$ cat src/rtl/cpu_pkg.sv
// Shared CPU constants and types used by the fetch front-end.
package cpu_pkg;

  localparam int INST_W = 32;
  localparam int ADDR_W = 32;
  localparam logic [ADDR_W-1:0] RESET_VEC = 32'h0000_0000;
  localparam logic [ADDR_W-1:0] PC_INC = 32'd4;

  typedef struct packed {
    logic [INST_W-1:0] inst;
    logic [ADDR_W-1:0] pc;
  } fetch_entry_t;

  function automatic logic [ADDR_W-1:0] word_align(input logic [ADDR_W-1:0] addr);
    return addr & ~ADDR_W'(3);
  endfunction

endpackage

$ cat src/rtl/fetch_fifo.sv
// Small synchronous FIFO holding fetched {inst, pc} entries; flush wins over push/pop.
module fetch_fifo #(
  parameter int WIDTH = 64,
  parameter int DEPTH = 2,
  localparam int AW = $clog2(DEPTH),
  localparam int CW = AW + 1
) (
  input  logic             clk,
  input  logic             reset,
  input  logic             push,
  input  logic             pop,
  input  logic             flush,
  input  logic [WIDTH-1:0] din,
  output logic [WIDTH-1:0] dout,
  output logic             valid,
  output logic [CW-1:0]    count
);

  logic [WIDTH-1:0] mem [DEPTH];
  logic [AW-1:0]    wr_ptr_reg, wr_ptr_next;
  logic [AW-1:0]    rd_ptr_reg, rd_ptr_next;
  logic [CW-1:0]    count_reg, count_next;
  logic             push_eff, pop_eff;

  assign valid    = (count_reg != '0);
  assign count    = count_reg;
  assign pop_eff  = pop && valid && !flush;
  assign push_eff = push && !flush;
  // Head is gated so an empty buffer presents zeros rather than stale data.
  assign dout     = valid ? mem[rd_ptr_reg] : '0;

  always_ff @(posedge clk) begin
    if (push_eff) begin
      mem[wr_ptr_reg] <= din;
    end
  end

  always_comb begin
    wr_ptr_next = wr_ptr_reg;
    rd_ptr_next = rd_ptr_reg;
    count_next  = count_reg;
    if (flush) begin
      wr_ptr_next = '0;
      rd_ptr_next = '0;
      count_next  = '0;
    end else begin
      if (push_eff) wr_ptr_next = wr_ptr_reg + AW'(1);
      if (pop_eff)  rd_ptr_next = rd_ptr_reg + AW'(1);
      case ({push_eff, pop_eff})
        2'b10:   count_next = count_reg + CW'(1);
        2'b01:   count_next = count_reg - CW'(1);
        default: count_next = count_reg;
      endcase
    end
  end

  always_ff @(posedge clk or negedge reset) begin
    if (!reset) begin
      wr_ptr_reg <= '0;
      rd_ptr_reg <= '0;
      count_reg  <= '0;
    end else begin
      wr_ptr_reg <= wr_ptr_next;
      rd_ptr_reg <= rd_ptr_next;
      count_reg  <= count_next;
    end
  end

endmodule

$ cat src/rtl/fetch_unit.sv
// Instruction fetch front-end: issues word addresses, captures one-cycle-latency
// responses into a small buffer, and flushes everything on a branch redirect.
module fetch_unit
  import cpu_pkg::*;
#(
  parameter logic [31:0] RESET_VEC = cpu_pkg::RESET_VEC,
  parameter int          DEPTH     = 2
) (
  input  logic        clk,
  input  logic        reset,
  output logic [31:0] imem_addr,
  input  logic [31:0] imem_inst,
  input  logic        br_valid,
  input  logic [31:0] br_target,
  output logic        out_valid,
  input  logic        out_ready,
  output logic [31:0] out_inst,
  output logic [31:0] out_pc
);

  localparam int CW = $clog2(DEPTH) + 1;

  logic [ADDR_W-1:0] fetch_pc_reg, fetch_pc_next;
  logic [ADDR_W-1:0] req_pc_reg, req_pc_next;
  logic              inflight_reg, inflight_next;
  logic [CW-1:0]     fifo_count;
  logic [CW:0]       occupancy;
  logic              pop, issue, capture;
  fetch_entry_t      push_entry, head_entry;

  assign imem_addr = fetch_pc_reg;
  assign pop       = out_valid && out_ready;

  // Entries that will be resident after this cycle, counting the response in flight.
  assign occupancy = {1'b0, fifo_count} + (CW+1)'(inflight_reg) - (CW+1)'(pop);
  assign issue     = !br_valid && (occupancy < (CW+1)'(DEPTH));
  assign capture   = inflight_reg && !br_valid;

  always_comb begin
    fetch_pc_next = fetch_pc_reg;
    req_pc_next   = req_pc_reg;
    inflight_next = 1'b0;
    if (br_valid) begin
      fetch_pc_next = word_align(br_target);
    end else if (issue) begin
      inflight_next = 1'b1;
      req_pc_next   = fetch_pc_reg;
      fetch_pc_next = fetch_pc_reg + PC_INC;
    end
  end

  always_ff @(posedge clk or negedge reset) begin
    if (!reset) begin
      fetch_pc_reg <= RESET_VEC;
      req_pc_reg   <= '0;
      inflight_reg <= 1'b0;
    end else begin
      fetch_pc_reg <= fetch_pc_next;
      req_pc_reg   <= req_pc_next;
      inflight_reg <= inflight_next;
    end
  end

  assign push_entry.inst = imem_inst;
  assign push_entry.pc   = req_pc_reg;

  fetch_fifo #(
    .WIDTH($bits(fetch_entry_t)),
    .DEPTH(DEPTH)
  ) u_fifo (
    .clk   (clk),
    .reset (reset),
    .push  (capture),
    .pop   (pop),
    .flush (br_valid),
    .din   (push_entry),
    .dout  (head_entry),
    .valid (out_valid),
    .count (fifo_count)
  );

  assign out_inst = head_entry.inst;
  assign out_pc   = head_entry.pc;

endmodule
$ cat config.mk
export PLATFORM = sky130hd
export DESIGN_NAME = fetch_unit
export DESIGN_NICKNAME = d
export VERILOG_FILES = /design/src/rtl/cpu_pkg.sv /design/src/rtl/fetch_fifo.sv /design/src/rtl/fetch_unit.sv
export SDC_FILE = /design/constraint.sdc
export NUM_CORES = 1
export LEC_CHECK = 0
export ABC_CLOCK_PERIOD_IN_PS = 8100
export CORE_AREA = 2 2 129 131
export CTS_CLUSTER_DIAMETER = 200
export DETAILED_ROUTE_END_ITERATION = 16
export DIE_AREA = 0 0 131 133
export GPL_ROUTABILITY_DRIVEN = 0
export HOLD_SLACK_MARGIN = 0.02
export PLACE_DENSITY = 0.79
export RECOVER_POWER = 25
export REMOVE_ABC_BUFFERS = 1
export SYNTH_ARGS = -nofsm -noshare
export SYNTH_HDL_FRONTEND = slang
export SYNTH_SLANG_ARGS = --single-unit
export TNS_END_PERCENT = 50
$ cat constraint.sdc
create_clock -name clk -period 8.1 [get_ports clk]
set_clock_uncertainty 0.2 [all_clocks]
set_input_delay 1.215 -clock clk [delete_from_list [all_inputs] [get_ports clk]]
set_output_delay 1.215 -clock clk [all_outputs]
set_load 0.005 [all_outputs]
Yosys cells after proc, flatten, opt, wreduce, memory -nomap -nowiden
Memory sizes are Yosys's and may differ from the RTL's. Index checks and enable logic that the tools add are counted. Widths: inputs -> output; s select.

Flip-flop bits (word level): 69. RAM bits: 128. Input bits: 68. Output and inout port bits: 97. Logic and storage cells: 44. Memories kept: 1.

Add/sub/neg operators: 7. Magnitude comparators: 1. Eq/ne operators: 2. Mux-type cells: 13. Bitwise operators: 1. Reductions and logical operators: 13.

Memory list: u_fifo.mem (depth 2, bits a word 64, read ports 1, clocked after memory_dff 0, wr ports 1, RTL line fetch_fifo.sv:19) `logic [WIDTH-1:0] mem [DEPTH];`.

Operators with widths (count): $mux 32 (2); $mux 64 (1); $add 32x3->32 const B (1); $mux 1 (8); $reduce_bool 2->1 (4); $logic_and 1x1->1 (6); $pmux 2 s2 (1); $add 2x1->3 (1); $lt 3x2->1 const B (1); $reduce_bool 3->1 (1); $sub 3x1->3 (1); $add 1x1->1 const B (2); $add 2x1->2 const B (1); $eq 2x1->1 const B (1); $eq 2x2->1 const B (1); $mux 2 (1); $reduce_and 2->1 (1); $sub 2x1->2 const B (1); $logic_not 1->1 (1); $not 1->1 (1).

Logic depth before layout (Yosys ltp)
Gate-level depths: netlist (run 1).

Word-level depth: 7. Mapped depth: 14. Mapped depth without buffers: 11.

By module
A second synthesis (run 1) with hierarchy kept.

Cell total of the unflattened synthesis: 591. Area total of the unflattened synthesis: 8149.1 µm².

By module, submodules not included: fetch_fifo (times used 1, cells each 295, area an instance 5061.1 µm², seq. area each 3943.8 µm²); fetch_unit (times used 1, cells each 296, area an instance 3088.0 µm², seq. area each 1526.5 µm²).

Worst setup path after synthesis (run 1)
No wires, ideal clock.

Path kind: input port to flip-flop. Start point: in br_valid. End point: mem u_fifo.mem[0][10] (enable). Setup time: 571 ps. Arrival: 6375 ps. Data required time: 7329 ps. Slack: 954 ps. Stages on the path: 4. Buffers on the path: 3. Cells stage by stage: clkbuf_1 clkbuf_1 clkbuf_1 nor3b_1.

Cells in the longest elaborated chain, start to end: 5.

Ends and longest elaborated chain: from (decl) (RTL line fetch_unit.sv:13) `input logic br_valid,`; $logic_not 1->1 * (RTL line fetch_fifo.sv:28, fetch_unit.sv:37); $logic_and 1x1->1 (RTL line fetch_unit.sv:37) `assign capture = inflight_reg && !br_valid;`; $logic_and 1x1->1 * (RTL line fetch_fifo.sv:28) `assign push_eff = push && !flush;`; $mux 1 * (RTL line fetch_fifo.sv:33) `if (push_eff) begin`; $mux 1 (not written as such) * (RTL line fetch_fifo.sv:34) `mem[wr_ptr_reg] <= din;`; to (decl) (RTL line fetch_fifo.sv:19).

Every way passes the cells marked *; elsewhere a longest branch is shown, timed or not.

Worst setup path in the final report (run 1)
Start point: reg u_fifo.count_reg[1] (netlist: u_fifo.count[1]). End point: reg req_pc_reg[25].

Cells in the longest elaborated chain, start to end: 6. Elaborated cells on any way between the ends: 7. Those cells by class: add/sub (2); order compare (1); reduce/logical (4).

Ends and longest elaborated chain: from (decl) (RTL line fetch_fifo.sv:22) `logic [CW-1:0] count_reg, count_next;`; from (signal assigned) (RTL line fetch_fifo.sv:65) `count_reg <= count_next;`; branches (longest 2 deep; another with $add 2x1->3); $sub 3x1->3 * (RTL line fetch_unit.sv:35) `assign occupancy = {1'b0, fifo_count} + (CW+1)'(inflight_reg) - (CW+1)'(pop);`; $lt 3x2->1 * (RTL line fetch_unit.sv:36) `assign issue = !br_valid && (occupancy < (CW+1)'(DEPTH));`; $logic_and 1x1->1 * (RTL line fetch_unit.sv:36); $reduce_and 2->1 (no line) *; to (signal assigned) (RTL line fetch_unit.sv:59) `req_pc_reg <= req_pc_next;`; to (decl) (RTL line fetch_unit.sv:24) `logic [ADDR_W-1:0] req_pc_reg, req_pc_next;`.

Every way passes the cells marked *. A chain may end at the register's enable or synchronous reset.

==> summary.md, run 1 <==
| Metric | Value |
|---|---|
| Wirelength per Cell | `17.9 microns` |
| Die area | `17400 sq um` |
| Kind of critical path | `register to register` |
| Io pins | `165` |
| Drt drc | `0` |
| Core area | `16200 sq um` |
| Slew headroom | `0.229` |
| H-tree depth | `4` |
| I/O Buffers | `158` |
| Outcome | `finished clean` |
| Mapped Area | `8080 sq um` |
| Antenna-violating nets left | `0` |
| Total clock sinks | `189` |
| Vias | `5409` |
| # Post-CTS Setup Buffers | `0` |
| Pins over their slew limit | `0` |
| Initial drt markers | `432` |
| Clock root cell | `clkbuf_16` |
| Final #Nets | `830` |
| Worst Hold Class | `register to register` |
| F_max | `0.218 GHz` |
| Global route overflow | `0` |
| Vias in the first global route | `5618` |
| Period utilisation layout | `0.565` |
| Setup violators final | `0` |
| # diodes | `0` |
| CTS clk-pin slew, worst paths | `70 ps` |
| Crit end category | `register` |
| Async SR Flop Fraction | `0.344` |
| Yosys cell types | `54` |
| Final hold vios | `0` |
| #FFs+latches synth | `189` |
| Die Y | `133 microns` |
| Synthesis Warnings | `0` |
| Pleak | `3.69 nW` |
| Worst EP arrival | `4680 ps` |
| Die W | `131 microns` |
| Max VDD drop | `0.192 mV` |
| CTS Buf Count | `17` |
| Crit path time final | `4580 ps` |
| Largest net degree at the start of global routing | `66` |
| Dpl hpwl | `11400 microns` |
| Total wire length | `17800 microns` |
| Post-synth EDFFs | `124` |
| Fraction of layout cells with a size suffix above 1 | `0.0933` |
| First-pass GRT wire length | `28400 microns` |
| CTS tree | `yes` |
| PwrDens | `293 nW/um^2` |
| Syn Area/Cell | `13.2 sq um` |
| Worst-Skew Late Latency | `420 ps` |
| Initial core utilization | `0.500` |
| Slew @ Worst Pin | `1160 ps` |
| CTS Hold Bufs | `0` |
| Area after DPL | `9830 sq um` |
| Global-route usage over all layers | `0.212` |
| Crit path launch type | `register` |
| Cells after Synth | `611` |
| Unrepaired setup endpoints after global routing | `false` |
| Antenna violations before repair | `0` |
| Max Cap Violations | `0` |
| Synth-to-Final Area Change | `29.0%` |
| Main synth FF type | `edfxtp_1` |
| Post-cts resize count | `0` |
| Critical Path Fanout Max | `63` |
| Register area share after synthesis | `0.662` |
| Clock Tree Buf Depth | `2` |
| Row count | `47` |
| Post-route cell area | `10400 sq um` |
| Via/cell ratio | `5.45` |
| Final TNS setup | `0 ps` |
| DRT Pass-1 Iters | `4` |
| Crit path required time | `8200 ps` |
| Max reg flops | `124` |
## area by class of cell
class | instances | area (sq um)
inverters | 14 | 52.6
repair buffers | 163 | 1610
multi-input cells | 374 | 2540
flip-flops and latches | 189 | 5350
clock buffers | 18 | 429
clock inverters | 14 | 156
fillers | 1199 | 5750
well taps | 220 | 275
## Yosys cell counts (all sizes together), types with 3 or more instances
| cell | count | area share |
|---|---|---|
| and3 | 4 | 0.0031 |
| nand2 | 34 | 0.016 |
| nor4 | 4 | 0.0031 |
| or4 | 5 | 0.0046 |
| xor2 | 9 | 0.011 |
| o21ai | 24 | 0.015 |
| buf | 10 | 0.0081 |
| nand3 | 21 | 0.013 |
| nor4b | 3 | 0.0048 |
| a22oi | 4 | 0.0037 |
| o31ai | 4 | 0.0037 |
| mux2 | 22 | 0.031 |
| nor3 | 11 | 0.0068 |
| nor2 | 81 | 0.038 |
| a221o | 3 | 0.0037 |
| nor2b | 7 | 0.0054 |
| and4 | 4 | 0.0043 |
| a21oi | 5 | 0.0031 |
| edfxtp | 124 | 0.46 |
| a31oi | 6 | 0.0046 |
| dfrtp | 65 | 0.20 |
| nand4 | 22 | 0.017 |
| xnor2 | 5 | 0.0077 |
| inv | 14 | 0.0065 |
| mux2i | 63 | 0.078 |
| clkbuf | 27 | 0.013 |
## cells in the final DEF, fill, tap and decap left out, types with 3 or more instances in the layout
master           synthesis  routed
a21oi_1                  5       5
a221o_1                  3       3
a22oi_1                  4       4
a31oi_1                  6       6
and3_1                   4       3
and4_1                   4       4
buf_4                    4       5
clkbuf_16                0      17
clkdlybuf4s50_1          0     126
conb_1                   1       4
dfrtp_1                 65      64
dlygate4sd3_1            0      30
edfxtp_1               124     124
inv_1                   14      14
inv_6                    0       5
mux2_2                  22      22
mux2i_1                 63      63
nand2_1                 34      34
nand3_1                 21      20
nand4_1                 22      22
nor2_1                  81      80
nor2b_1                  7       7
nor3_1                  11      11
nor4_1                   4       4
o21ai_0                 24      24
o31ai_1                  4       4
or4_1                    5       5
xnor2_1                  4       4
xor2_1                   8       8
## layer usage
metal / global-route usage / share of wire
met1: 0.265 / 0.41
met2: 0.357 / 0.52
met5: 0 / 0
met4: 0.0857 / 0.016
met3: 0.0429 / 0.054
## power by group
part / internal (W) / total (W) / switching [W]
sequential: 0.00129 / 0.00146 / 0.000166
combinational: 0.000422 / 0.000776 / 0.000354
clock: 0.000461 / 0.000822 / 0.000361
total: 0.00218 / 0.00306 / 0.000881
## critical path: stages (launching register included)
cell      delay (ps)
dfrtp_1          550
nor2_4           140
buf_4            600
inv_1            130
nand2_1          140
inv_1             80
ha_1             270
nand2b_1         160
fa_1             770
nand3_2          810
mux2_2           570
## cells by family after synthesis
kind of cell	count (synthesis)	synth area share
compound gates	63	0.0528
mux	85	0.109
fa+ha+maj	3	0.00557
simple gates	205	0.125
buf+inv	51	0.0273
flops	189	0.662
other cells	1	0.000464
xor+xnor	14	0.0184
## metrics by stage
stage               hold slack [ps]  instances  setup slack (ps)  total power [W]  utilization
floorplan                       237        577              1550          0.00187            -
global placement                245        960              3300          0.00222        0.608
detailed placement              252        960              3220          0.00227        0.608
CTS                             262        992              3440          0.00309        0.644
global route                    282        992              3170          0.00322        0.644
finish                          265        992              3520          0.00306        0.644
## worst paths after layout
path                                                  start                       endpoint  slack [ps]  cells after the start
max in group asynchronous                             reset  u_fifo.rd_ptr_reg$_DFFE_PN0P_        6300                      2
min in group asynchronous                             reset     req_pc_reg[20]$_DFFE_PN0P_         770                      2
worst min-delay path              req_pc_reg[2]$_DFFE_PN0P_     u_fifo.mem[1][2]$_DFFE_PP_         260                      0
worst min register to register    req_pc_reg[2]$_DFFE_PN0P_     u_fifo.mem[1][2]$_DFFE_PP_         260                      0
worst max register to register  u_fifo.count[1]$_DFFE_PN0P_     req_pc_reg[25]$_DFFE_PN0P_        3520                     10
worst max-delay path            u_fifo.count[1]$_DFFE_PN0P_     req_pc_reg[25]$_DFFE_PN0P_        3520                     10
Note: power is estimated with default switching activity, not from simulation.
==> run 2, diff against run 1 <==
- ABC_CLOCK_PERIOD_IN_PS: 8100 -> 3700
- CORE_AREA: 2 2 129 131 -> 2 2 136 138
- DIE_AREA: 0 0 131 133 -> 0 0 138 140
- PLACE_DENSITY: 0.79 -> 0.75
- clock period: 8.1 -> 3.7 ns (I/O delays scaled with it)
==> run 2 against run 1 <==
  * Sequential power grew 120%
  * Non-clock buffer count grew 13
  * Utilization shrank 5.2 points
  * Clock power grew 110%
  * Fmax grew 37%
  * Final cell count grew 2.2%
  * Hold slack lost 140 ps
  * Cell area grew 0.98%
  * Sequential share of layout area shrank 0.50 points
  * Die area grew 11%
==> summary.md, run 2 (same netlist as run 1, synthesis figures left out) <==
| Metric | Value |
|---|---|
| Total clock sinks | `189` |
| Final #Nets | `843` |
| # diodes | `0` |
| Commonest cells after routing, fill and taps aside | `clkdlybuf4s50_1 (127), edfxtp_1 (124), nor2_1 (80)` |
| Clock Tree Buf Depth | `2` |
| Crit path required time | `3760 ps` |
| Antenna-violating nets left | `0` |
| Logic pwr share | `0.268` |
| Area after DPL | `9950 sq um` |
| Antenna violations before repair | `0` |
| Pint | `0.00472 W` |
| Pleak | `3.74 nW` |
| Via/cell ratio | `5.43` |
| H-tree depth | `4` |
| Post-cts resize count | `0` |
| Vias | `5510` |
| Post-route cell area | `10500 sq um` |
| Sw Pwr | `0.00195 W` |
| Crit path time final | `3330 ps` |
| Setup violators final | `0` |
| Global-route usage over all layers | `0.188` |
| Worst-Skew Late Latency | `420 ps` |
| # Post-CTS Setup Buffers | `0` |
| Pins over their slew limit | `0` |
| Crit path launch type | `register` |
| Part of the power in registers | `0.471` |
| Crit end category | `register` |
| Hold slack | `123 ps` |
| Initial core utilization | `0.454` |
| Core area | `17800 sq um` |
| First-pass GRT wire length | `28800 microns` |
| Global route overflow | `0` |
| Crit-path slowest cell | `or4b_1` |
| I/O Buffers | `158` |
| PwrDens | `634 nW/um^2` |
| Sw frac | `0.292` |
| Vias in the first global route | `5568` |
| Row count | `49` |
| Wirelength per Cell | `17.8 microns` |
| Total wire length | `18100 microns` |
| Max reg flops | `124` |
| Worst Hold Class | `primary input to asynchronous set/reset pin` |
| Outcome | `finished clean` |
| Io pins | `165` |
| Die Y | `140 microns` |
| Unrepaired setup endpoints after global routing | `false` |
| Initial drt markers | `373` |
| Synth-to-Final Area Change | `30.2%` |
| CTS clk-pin slew, worst paths | `70 ps` |
| Largest net degree at the start of global routing | `66` |
| Max VDD drop | `0.370 mV` |
| Dpl hpwl | `12100 microns` |
| F_max | `0.300 GHz` |
| Drt drc | `0` |
| Slew headroom | `0.395` |
| Die W | `138 microns` |
| Critical Path Fanout Max | `5` |
| Kind of critical path | `register to register` |
| Period utilisation layout | `0.900` |
| Die area | `19300 sq um` |
| DRT Pass-1 Iters | `5` |
| Max Cap Violations | `0` |
| CP dominant cell by count | `inv_1` |
| CTS Hold Bufs | `0` |
| Slew @ Worst Pin | `908 ps` |
| CTS tree | `yes` |
| Fraction of layout cells with a size suffix above 1 | `0.110` |
| CP Cell Sequence | `nor2_4 -> inv_1 -> nand2_1 -> inv_1 -> ha_1 -> nand2b_1 -> fa_1 -> xor2_2 -> or4b_1 -> buf_4 -> nor2_1 -> o311ai_0` |
| Worst EP arrival | `3390 ps` |
| Final hold vios | `0` |
| Most common cell after layout, fill and taps aside | `clkdlybuf4s50_1` |
| Clock root cell | `clkbuf_16` |
| Clock Power Share | `0.260` |
| CTS Buf Count | `17` |
| CP max stage delay | `610 ps` |
[run 2: critical path: cells and delay by family (launching register included)]
family	cells	cell delay, ps
AO/OA/AOI/OAI	1	150
XOR/XNOR	1	190
adder cells (fa/ha/maj)	2	690
buffers and inverters	3	330
flip-flops	1	440
AND/OR/NAND/NOR	5	1180
[run 2: metrics by stage]
step | worst slack (ps) | TNS (ps) | std cells | total power [W] | util
after global placement | 35.7 | 0 | 982 | 0.00492 | 0.560
after detailed placement | -28.5 | -28.5 | 982 | 0.00501 | 0.560
after floorplan | -2190 | -244580 | 577 | 0.00410 | -
final | 370 | 0 | 1014 | 0.00667 | 0.592
after global routing | 147 | 0 | 1014 | 0.00701 | 0.592
after CTS | 349 | 0 | 1014 | 0.00674 | 0.592
[run 2: power by group through the flow]
stage | registers (W) | clock network, W | logic, W
after floorplan | 0.00314 | 0 | 0.000953
after global placement | 0.00315 | 0 | 0.00177
after detailed placement | 0.00319 | 0 | 0.00182
after CTS | 0.00315 | 0.00176 | 0.00183
after global routing | 0.00321 | 0.00184 | 0.00196
final | 0.00314 | 0.00174 | 0.00179
[run 2: final timing paths]
| check | from | to | slack (ps) | cells after the start |
|---|---|---|---|---|
| worst max-delay path | u_fifo.count[0]$_DFFE_PN0P_ | imem_addr[29]$_DFFE_PN0P_ | 370 | 12 |
| worst min-delay path | reset | req_pc_reg[4]$_DFFE_PN0P_ | 120 | 2 |
| worst max register to register | u_fifo.count[0]$_DFFE_PN0P_ | imem_addr[29]$_DFFE_PN0P_ | 370 | 12 |
| worst min register to register | req_pc_reg[22]$_DFFE_PN0P_ | u_fifo.mem[0][22]$_DFFE_PP_ | 270 | 0 |
| max in group asynchronous | reset | u_fifo.rd_ptr_reg$_DFFE_PN0P_ | 2530 | 2 |
| min in group clk | req_pc_reg[22]$_DFFE_PN0P_ | u_fifo.mem[0][22]$_DFFE_PP_ | 270 | 0 |
[run 2: final cells by class]
class | instances | area [sq um]
clock buffer | 17 | 425
clock inverter | 15 | 141
fill | 1419 | 7260
inverter | 14 | 52.6
multi-input combinational | 374 | 2540
sequential | 189 | 5350
tap | 229 | 287
timing repair buffer | 176 | 1720
[run 2: routing by layer]
layer | wire [microns] | global-route usage
met3 | 867 | 0.0451
met5 | 0 | 0
met4 | 249 | 0.0542
met2 | 9180 | 0.327
met1 | 7780 | 0.235
==> run 3, diff against run 2 <==
- RECOVER_POWER: 25 -> 50
==> run 3 against run 2 <==
  * The flow now finishes with violations (capacitance limit, slew limit)
  * Via count fell by 0.31%
  * Critical path type is now primary input to register
  * Final cell count stayed put
  * Global-route usage stayed put
  * Non-clock buffer count stayed put
  * Sequential power about the same
  * Die area unchanged
  * Critical endpoint unchanged
  * Critical path depth shrank 1
  * Sequential cell count did not move
==> summary.md, run 3 (same netlist as run 1, synthesis figures left out) <==
| Metric | Value |
|---|---|
| Outcome | `finished with violations` |
| Failing checks | `capacitance limit, slew limit` |
| Max reg flops | `124` |
| Final TNS setup | `0 ps` |
| Core area | `17800 sq um` |
| Crit end category | `register` |
| PwrDens | `635 nW/um^2` |
| Die Y | `140 microns` |
| Final hold vios | `0` |
| CTS tree | `yes` |
| Cell depth of the worst setup path | `11` |
| Drt drc | `0` |
| Dpl hpwl | `12100 microns` |
| # Post-CTS Setup Buffers | `0` |
| # diodes | `0` |
| Reg2reg setup slack | `360 ps` |
| CP Cell Sequence | `dlygate4sd3_1 -> nand2_1 -> inv_1 -> ha_1 -> nand2b_1 -> fa_1 -> xor2_2 -> or4b_1 -> buf_4 -> nor2_1 -> o311ai_0` |
| Initial core utilization | `0.454` |
| Slew @ Worst Pin | `1670 ps` |
| Io pins | `165` |
| Global-route usage over all layers | `0.188` |
| DRT Pass-1 Iters | `5` |
| Antenna-violating nets left | `0` |
| Met2 GRT Util | `0.327` |
| CTS Buf Count | `17` |
| Die area | `19300 sq um` |
| Slew headroom | `-0.113` |
| Wirelength per Cell | `17.8 microns` |
| Global route overflow | `0` |
| CTS clk-pin slew, worst paths | `70 ps` |
| R2R cell count | `12` |
| Crit path launch type | `primary input` |
| Unrepaired setup endpoints after global routing | `false` |
| Critical Path Fanout Max | `5` |
| CTS Hold Bufs | `0` |
| Vias in the first global route | `5568` |
| Initial drt markers | `368` |
| Largest net degree at the start of global routing | `66` |
| GR Layer Usage met1 | `0.235` |
| Period utilisation layout | `0.916` |
| CP Capture Point | `imem_addr[29]$_DFFE_PN0P_` |
| Global routing's busiest layer | `met2` |
| Clock root cell | `clkbuf_16` |
| Crit path required time | `3760 ps` |
| Worst-Skew Late Latency | `420 ps` |
| Layout Utilization | `0.591` |
| Capturing point of the worst reg2reg path | `imem_addr[29]$_DFFE_PN0P_` |
| CP max stage delay | `610 ps` |
| Row count | `49` |
| Vias | `5493` |
| Final #Nets | `843` |
| Via/cell ratio | `5.42` |
| Hold slack | `271 ps` |
| Crit path launch | `out_ready` |
| Clock Tree Buf Depth | `2` |
| Most common cell after layout, fill and taps aside | `edfxtp_1` |
| Worst EP arrival | `3450 ps` |
| Pins over their slew limit | `129` |
| I/O Buffers | `158` |
| Crit path max-delay family | `simple AND/OR/NAND/NOR gates` |
| Crit Reg-Reg Startpoint | `u_fifo.count[0]$_DFFE_PN0P_` |
| Crit path time final | `3390 ps` |
| Commonest cells after routing, fill and taps aside | `edfxtp_1 (124), clkdlybuf4s50_1 (123), nor2_1 (80)` |
| Kind of critical path | `primary input to register` |
| Synth-to-Final Area Change | `30.1%` |
| Fillers | `1422` |
| H-tree depth | `4` |
| F_max | `0.295 GHz` |
| Setup violators final | `0` |
| Pleak | `3.73 nW` |
| First-pass GRT wire length | `28800 microns` |
| Worst Hold Class | `register to register` |
| Total wire length | `18100 microns` |
| Max Cap Violations | `2` |
| Hold Startpoint | `req_pc_reg[4]$_DFFE_PN0P_` |
| Max VDD drop | `0.369 mV` |
| Fraction of layout cells with a size suffix above 1 | `0.108` |
| Total clock sinks | `189` |
| Worst path bufs/invs | `3` |
| Die W | `138 microns` |
| Crit-path slowest cell | `or4b_1` |
| Met3 Use GR | `0.0451` |
| Post-cts resize count | `0` |
| Antenna violations before repair | `0` |
run 3: how the worst min path moves through the flow:
stage                                        endpoint  cells after the start  slack [ps]
after global routing       u_fifo.mem[0][6]$_DFFE_PP_                      0         290
after CTS                   req_pc_reg[4]$_DFFE_PN0P_                      2         160
after floorplan             imem_addr[10]$_DFFE_PN0P_                      0          60
after global placement     u_fifo.mem[1][6]$_DFFE_PP_                      0         240
final                      u_fifo.mem[0][4]$_DFFE_PP_                      0         270
after detailed placement  u_fifo.mem[1][21]$_DFFE_PP_                      0         250
run 3: final cells by class:
type                            count  area (sq um)  share of cell area
Clock buffer                       17           425              0.0405
Clock inverter                     15           141              0.0135
Inverter                           14          52.6             0.00500
Multi-Input combinational cell    374          2540               0.242
Sequential cell                   189          5350               0.509
Tap cell                          229           287              0.0273
Timing Repair Buffer              176          1710               0.163
run 3: stage by stage:
| step | instances | power (W) | cell area (sq um) | worst slack (ps) |
|---|---|---|---|---|
| after floorplan | 577 | 0.00410 | 7920 | -2190 |
| after global placement | 982 | 0.00492 | 9950 | 35.7 |
| after detailed placement | 982 | 0.00501 | 9950 | -28.5 |
| after CTS | 1014 | 0.00674 | 10500 | 349 |
| after global routing | 1014 | 0.00701 | 10500 | 125 |
| final | 1014 | 0.00667 | 10500 | 309 |
run 3: where the power goes:
group	internal, W	switching [W]	total (W)
logic	0.000948	0.000838	0.00179
clock network	0.000937	0.000801	0.00174
registers	0.00283	0.000312	0.00315
run 3: layer usage:
layer	vias to the layer above	share of wire
met5	-	0
met3	16	0.048
met4	0	0.013
li1	2573	-
met1	2727	0.43
met2	177	0.51
